--- config.mk ---
export PLATFORM = sky130hd
export DESIGN_NAME = updown_counter_mod
export DESIGN_NICKNAME = d
export VERILOG_FILES = /design/src/rtl/updown_counter_mod.sv
export SDC_FILE = /design/constraint.sdc
export NUM_CORES = 1
export LEC_CHECK = 0
export BUFFER_PORTS_ARGS = -buffer_cell sky130_fd_sc_hd__buf_2
export CAP_MARGIN = 0
export CORE_MARGIN = 2
export CORE_UTILIZATION = 25
export CTS_BUF_LIST = sky130_fd_sc_hd__clkbuf_8
export DETAILED_ROUTE_END_ITERATION = 7
export RECOVER_POWER = 50
export SYNTH_ARGS = -nofsm -noshare
export SYNTH_HDL_FRONTEND = slang
export SYNTH_SLANG_ARGS = --single-unit
--- constraint.sdc ---
create_clock -name clk -period 3.2 [get_ports clk]
set_input_delay 0.48 -clock clk [delete_from_list [all_inputs] [get_ports clk]]
set_output_delay 0.48 -clock clk [all_outputs]
set_load 0.03 [all_outputs]
--- src/rtl/updown_counter_mod.sv ---
// updown_counter_mod: parametrised synchronous up/down counter.
// Supports programmable width and terminal value, direction control, parallel
// load (clamped to MAX_VAL), count enable and wrap/saturate mode. It provides a
// combinational terminal-count flag and a registered one-cycle wrap pulse.
// Optional build macro COUNTER_PRESCALE_EN adds an enable prescaler. With the
// prescaler, the counter steps once every PRESCALE enabled cycles.
module updown_counter_mod #(
  parameter int WIDTH    = 4,
  parameter int MAX_VAL  = 2**WIDTH-1,
  parameter int PRESCALE = 4
) (
  input  logic             clk,
  input  logic             reset,
  input  logic             en,
  input  logic             up,
  input  logic             load,
  input  logic [WIDTH-1:0] load_val,
  input  logic             sat,
  output logic [WIDTH-1:0] count,
  output logic             tc,
  output logic             wrap
);

  localparam logic [WIDTH-1:0] MAX_V = WIDTH'(MAX_VAL);
  localparam bit PARAMS_OK = (WIDTH >= 2) && (MAX_VAL >= 1) &&
                             (MAX_VAL <= 2**WIDTH-1) && (PRESCALE >= 2);

  generate
    if (!PARAMS_OK) begin : g_bad_params
      $error("updown_counter_mod: illegal WIDTH/MAX_VAL/PRESCALE combination");
    end
  endgenerate

  // Clamp a load request into the legal count range 0..MAX_VAL.
  function automatic logic [WIDTH-1:0] clamp_load(input logic [WIDTH-1:0] v);
    return (v > MAX_V) ? MAX_V : v;
  endfunction

  // One counting step. The result is {wrap_flag, next_count}.
  // The ">=" on the upper bound keeps the next value inside 0..MAX_VAL.
  function automatic logic [WIDTH:0] step_value(input logic [WIDTH-1:0] c,
                                                input logic             dir_up,
                                                input logic             sat_mode);
    logic [WIDTH:0] r;
    r = {1'b0, c};
    if (dir_up) begin
      if (c >= MAX_V) begin
        if (!sat_mode) r = {1'b1, {WIDTH{1'b0}}};
      end else begin
        r = {1'b0, c + WIDTH'(1)};
      end
    end else begin
      if (c == '0) begin
        if (!sat_mode) r = {1'b1, MAX_V};
      end else begin
        r = {1'b0, c - WIDTH'(1)};
      end
    end
    return r;
  endfunction

  logic           step;
  logic [WIDTH:0] stepped;

`ifdef COUNTER_PRESCALE_EN
  localparam int              PS_W    = (PRESCALE > 2) ? $clog2(PRESCALE) : 1;
  localparam logic [PS_W-1:0] PS_LAST = PS_W'(PRESCALE - 1);

  logic [PS_W-1:0] ps;

  // Prescaler: advances on enabled non-load cycles, freezes when en=0, cleared by load
  always_ff @(posedge clk or posedge reset) begin
    if (reset) begin
      ps <= '0;
    end else if (load) begin
      ps <= '0;
    end else if (en) begin
      ps <= (ps == PS_LAST) ? '0 : ps + PS_W'(1);
    end
  end

  assign step = en && !load && (ps == PS_LAST);
`else
  assign step = en && !load;
`endif

  assign stepped = step_value(count, up, sat);

  // Counter state: load has priority over a step; otherwise hold. wrap only pulses on a step.
  always_ff @(posedge clk or posedge reset) begin
    if (reset) begin
      count <= '0;
      wrap  <= 1'b0;
    end else if (load) begin
      count <= clamp_load(load_val);
      wrap  <= 1'b0;
    end else if (step) begin
      count <= stepped[WIDTH-1:0];
      wrap  <= stepped[WIDTH];
    end else begin
      wrap  <= 1'b0;
    end
  end

  // Terminal count follows the current direction; the only combinational input-to-output path.
  assign tc = up ? (count == MAX_V) : (count == '0);

endmodule

* Word-level counts from Yosys, hierarchy flattened
Index checks and enable logic that the tools add are counted.
** Operators by class
- $add $sub $neg :: 2
- $lt $le $gt $ge :: 2
- Equal/unequal tests :: 3
- Muxes and demuxes :: 11
- Reductions and logical operators :: 5
** Operator list (count)
- two-way mux 5 bit :: 5
- two-way mux 4 bit :: 3
- inequality test 4 bit (second input constant) :: 2
- adder 4 x 1 -> 4 bit (second input constant) :: 1
- equality test 4 bit (second input constant) :: 1
- >= comparator 4 bit (second input constant) :: 1
- > comparator 4 bit (second input constant) :: 1
- zero test 4 bit :: 1
- subtractor 4 x 1 -> 4 bit (second input constant) :: 1
- two-way mux 1 bit :: 3
- AND reduction 3 bit :: 1
- nonzero test 2 bit :: 1
- logical AND 1 bit :: 1
- zero test 1 bit :: 1
** Storage, ports and cells
- Register bits :: 5
- Bits of input ports :: 10
- Output and inout bits :: 6
- Logic and storage cells :: 25

* Longest topological paths before layout
- Depth in word-level cells :: 5
- Depth in mapped cells :: 7
- Mapped depth without buffers :: 7

* Worst setup path before layout
OpenSTA, ideal clock, no wires.
- Path kind :: reg-to-output
- From :: register count[0]
- To :: output tc
- Data arrival time :: 1.687 ns
- Data required time :: 2.720 ns
- Path slack :: 1.033 ns
- Cell stages (with the launch flop) :: 6
- Buffers on the path :: 0
- Cell sequence :: dfrtp_1 inv_1 ha_1 or3b_4 o21a_4 inv_1
** Between the ends
- Cells in the longest elaborated chain, start to end :: 2
- Elaborated cells on any way between the ends :: 3
- Classes of those cells :: eq/ne (1); mux (1); reduce/logical (1)
** RTL lines
- start, declared :: RTL line 19 : output logic [WIDTH-1:0] count,
- start signal, assigned :: RTL line 95 : count <= clamp_load(load_val);
- start signal, assigned :: RTL line 98 : count <= stepped[WIDTH-1:0];
- equality test 4 bit / zero test 4 bit (equally long branches) :: RTL line 106 : assign tc = up ? (count == MAX_V) : (count == '0);
- two-way mux 1 bit * :: RTL line 106
- end, declared :: RTL line 20 : output logic tc,
Every way passes the cells marked *; elsewhere a longest branch is shown, timed or not.

* Worst setup path after layout
Same ends and word-level chain as after synthesis.

==> flow_summary.json <==
{
  "run_status": "finished, final reports clean",
  "core_area_mm2": 0.00190,
  "hp-class": "input port to async pin",
  "die_w_um": 48.4,
  "cts_tree": "done",
  "worst_setup_path_end_kind": "output port",
  "cp-start-kind": "flop",
  "dr.pass1.iters": 3,
  "yosysSeqAreaShare_pct": 25.4,
  "fillCellCount": 216,
  "synth-simple-area-share_pct": 20.3,
  "crit_required_ns": 2.72,
  "drv_slew": 0,
  "utilization_pct": 32.6,
  "hpwl_um": 836,
  "timing.rr.end": "count[1]",
  "pin_count": 16,
  "syn_inst": 58,
  "finalPower_w": 0.000290,
  "clk_pin_slew_ns": 0.03,
  "vias": 475,
  "wire_per_inst_um": 10.7,
  "wl_um": 1070,
  "vias_per_cell": 4.75,
  "tns_ns": 0,
  "clock-sinks": 5,
  "grt_pass1_wl_um": 1800,
  "cts-buffers-inserted": 3,
  "synth_area_um2": 493,
  "drt_iter0_drc": 10,
  "post-route-drc-count": 0,
  "reg2reg_slack_ns": 1.05,
  "grt_max_degree": 13,
  "rsz0062_at_grt": "no",
  "powerDensity_mw_per_mm2": 469,
  "ys_warn_count": 0,
  "ys_ff_latch": 5,
  "cp.arrival_ns": 1.90,
  "clock_skew_ns": 0.000493,
  "holdWs_ns": 0.145,
  "multi_input_area_um2": 322,
  "r2r_cells": 7,
  "h-tree-depth": 1,
  "met3_usage_pct": 3.09,
  "gp_congestion": 0.788,
  "synth.area.mux_share_pct": 4.31,
  "slew_headroom_pct": 75.8,
  "die_h_um": 48.4,
  "ant_nets": 0,
  "postCtsHoldBufs": 0,
  "start_util_pct": 25.9,
  "cts_setup_buffers": 0,
  "syn_nets": 70,
  "use_met2_pct": 15.0,
  "syn_avg_cell_area_um2": 8.50,
  "met1_usage_pct": 12.3,
  "num_antenna_cells": 0,
  "max_freq_mhz": 421,
  "cts_resized": 0,
  "drive_gt1_share_pct": 31.5,
  "synth_compound_area_share_pct": 35.5,
  "timing.rr.start": "count[0]",
  "clockRootBuffer": "clkbuf_8",
  "p_leak_nw": 0.288,
  "die-area_mm2": 0.00234,
  "hold_viol": 0,
  "synth_top_family_by_area": "compound AO/OA/AOI/OAI gates",
  "crit_type": "flop to output port",
  "grt-busiest-layer": "met2",
  "finalSetupViolCount": 0,
  "ir_drop_mv": 0.168,
  "fin_crit_sh_pct": 74.3,
  "period_needed_ns": 2.38,
  "insertion_delay_ns": 0.22,
  "io_buffers": 15,
  "crit_fanout": 6,
  "grt_usage_pct": 10.3,
  "gr-total-overflow": 0,
  "maxCapViolCount": 0,
  "synth_adder_area_share_pct": 5.08,
  "antenna_found_initial": 0,
  "synth_xor_area_share_pct": 0,
  "nets": 86,
  "ys_types": 34,
  "layout.area.seq_um2": 125,
  "worstMarginPinSlew_ns": 0.365,
  "row_count": 16,
  "cts_max_path_buffers": 2,
  "grt_pass1_vias": 425,
  "area_delta_synth_final_pct": 25.6
}
==> registers in the layout (all words and copies together) (netlist names) <==
name	cells
count	4
wrap	1
==> routing by layer <==
layer | part of all wire (%) | vias to the layer above
met5 | 0 | -
met4 | 2.3 | 0
met3 | 5.4 | 4
met2 | 44 | 12
met1 | 48 | 217
li1 | - | 242
==> how the worst max path moves through the flow <==
stage,start,to,slack [ns],cells past startpoint
2_1_floorplan,count[0],tc,1.03,5
3_3_place_gp,count[0],tc,1.06,6
3_5_place_dp,count[0],tc,1.06,6
4_1_cts,count[0],tc,0.82,6
5_1_grt,count[0],tc,0.73,6
6_report,count[0],tc,0.82,6
==> report_power, final <==
part / internal (W) / switching, W
clock: 0.0000822 / 0.0000304
combinational: 0.0000394 / 0.0000556
sequential: 0.0000701 / 0.0000128
==> critical path, stage by stage (launching register included) <==
cell	delay, ns
dfrtp_1	0.42
inv_1	0.15
ha_1	0.23
or3b_4	0.42
o21a_4	0.22
inv_1	0.05
buf_2	0.18
==> cell type report <==
type / count / area share, %
multi-input combinational: 43 / 51.9
sequential: 5 / 20.2
timing repair buffer: 15 / 11.5
clock buffer: 3 / 6.67
tap: 27 / 5.45
inverter: 6 / 3.64
clock inverter: 1 / 0.606
==> Yosys cell counts <==
library cell / number / area (um2)
ha_1: 2 / 25.0
inv_1: 6 / 22.5
o21ai_1: 1 / 5.00
and4bb_2: 1 / 12.5
mux2_2: 1 / 11.3
o21ai_2: 1 / 8.76
o21bai_1: 1 / 7.51
dfrtp_1: 5 / 125
o21a_4: 1 / 15.0
buf_2: 1 / 5.00
a21o_1: 2 / 15.0
a31oi_1: 1 / 6.26
o31ai_2: 1 / 12.5
nor2_1: 2 / 7.51
buf_6: 1 / 11.3
nand4_1: 1 / 6.26
nand3_1: 1 / 5.00
nor2b_1: 3 / 18.8
o21ai_0: 2 / 10.0
a21oi_1: 6 / 30.0
a32oi_1: 1 / 8.76
a221oi_1: 1 / 8.76
nor4b_1: 1 / 8.76
or3b_4: 1 / 11.3
clkbuf_1: 2 / 7.51
a21boi_0: 1 / 7.51
or4_1: 1 / 7.51
nand2b_1: 1 / 6.26
a211oi_1: 2 / 15.0
nand2_1: 3 / 11.3
o21ai_4: 1 / 16.3
mux2i_1: 1 / 10.0
a31o_2: 1 / 8.76
nor3_1: 1 / 5.00
==> placed cells by master, fill, tap and decap left out, types with 2 or more instances in the layout <==
cell / n
buf_2: 12
nor2b_1: 3
ha_1: 2
a21oi_1: 6
clkbuf_1: 3
inv_1: 7
clkbuf_8: 3
nor2_1: 2
dfrtp_1: 5
a21o_1: 2
nand2_1: 3
a211oi_1: 2
o21ai_0: 2
==> stage by stage <==
stage / cells / instance area, um2 / setup WS (ns)
floorplan: 58 / 493 / 1.03
global route: 100 / 619 / 0.735
CTS: 100 / 623 / 0.815
global placement: 96 / 578 / 1.06
detailed placement: 96 / 578 / 1.06
finish: 100 / 619 / 0.823
==> cells by family after synthesis <==
family | Yosys count
fa+ha+maj | 2
mux | 2
flops | 5
compound gates | 23
simple gates | 16
buf+inv | 10
Note: power is estimated with default switching activity, not from simulation.
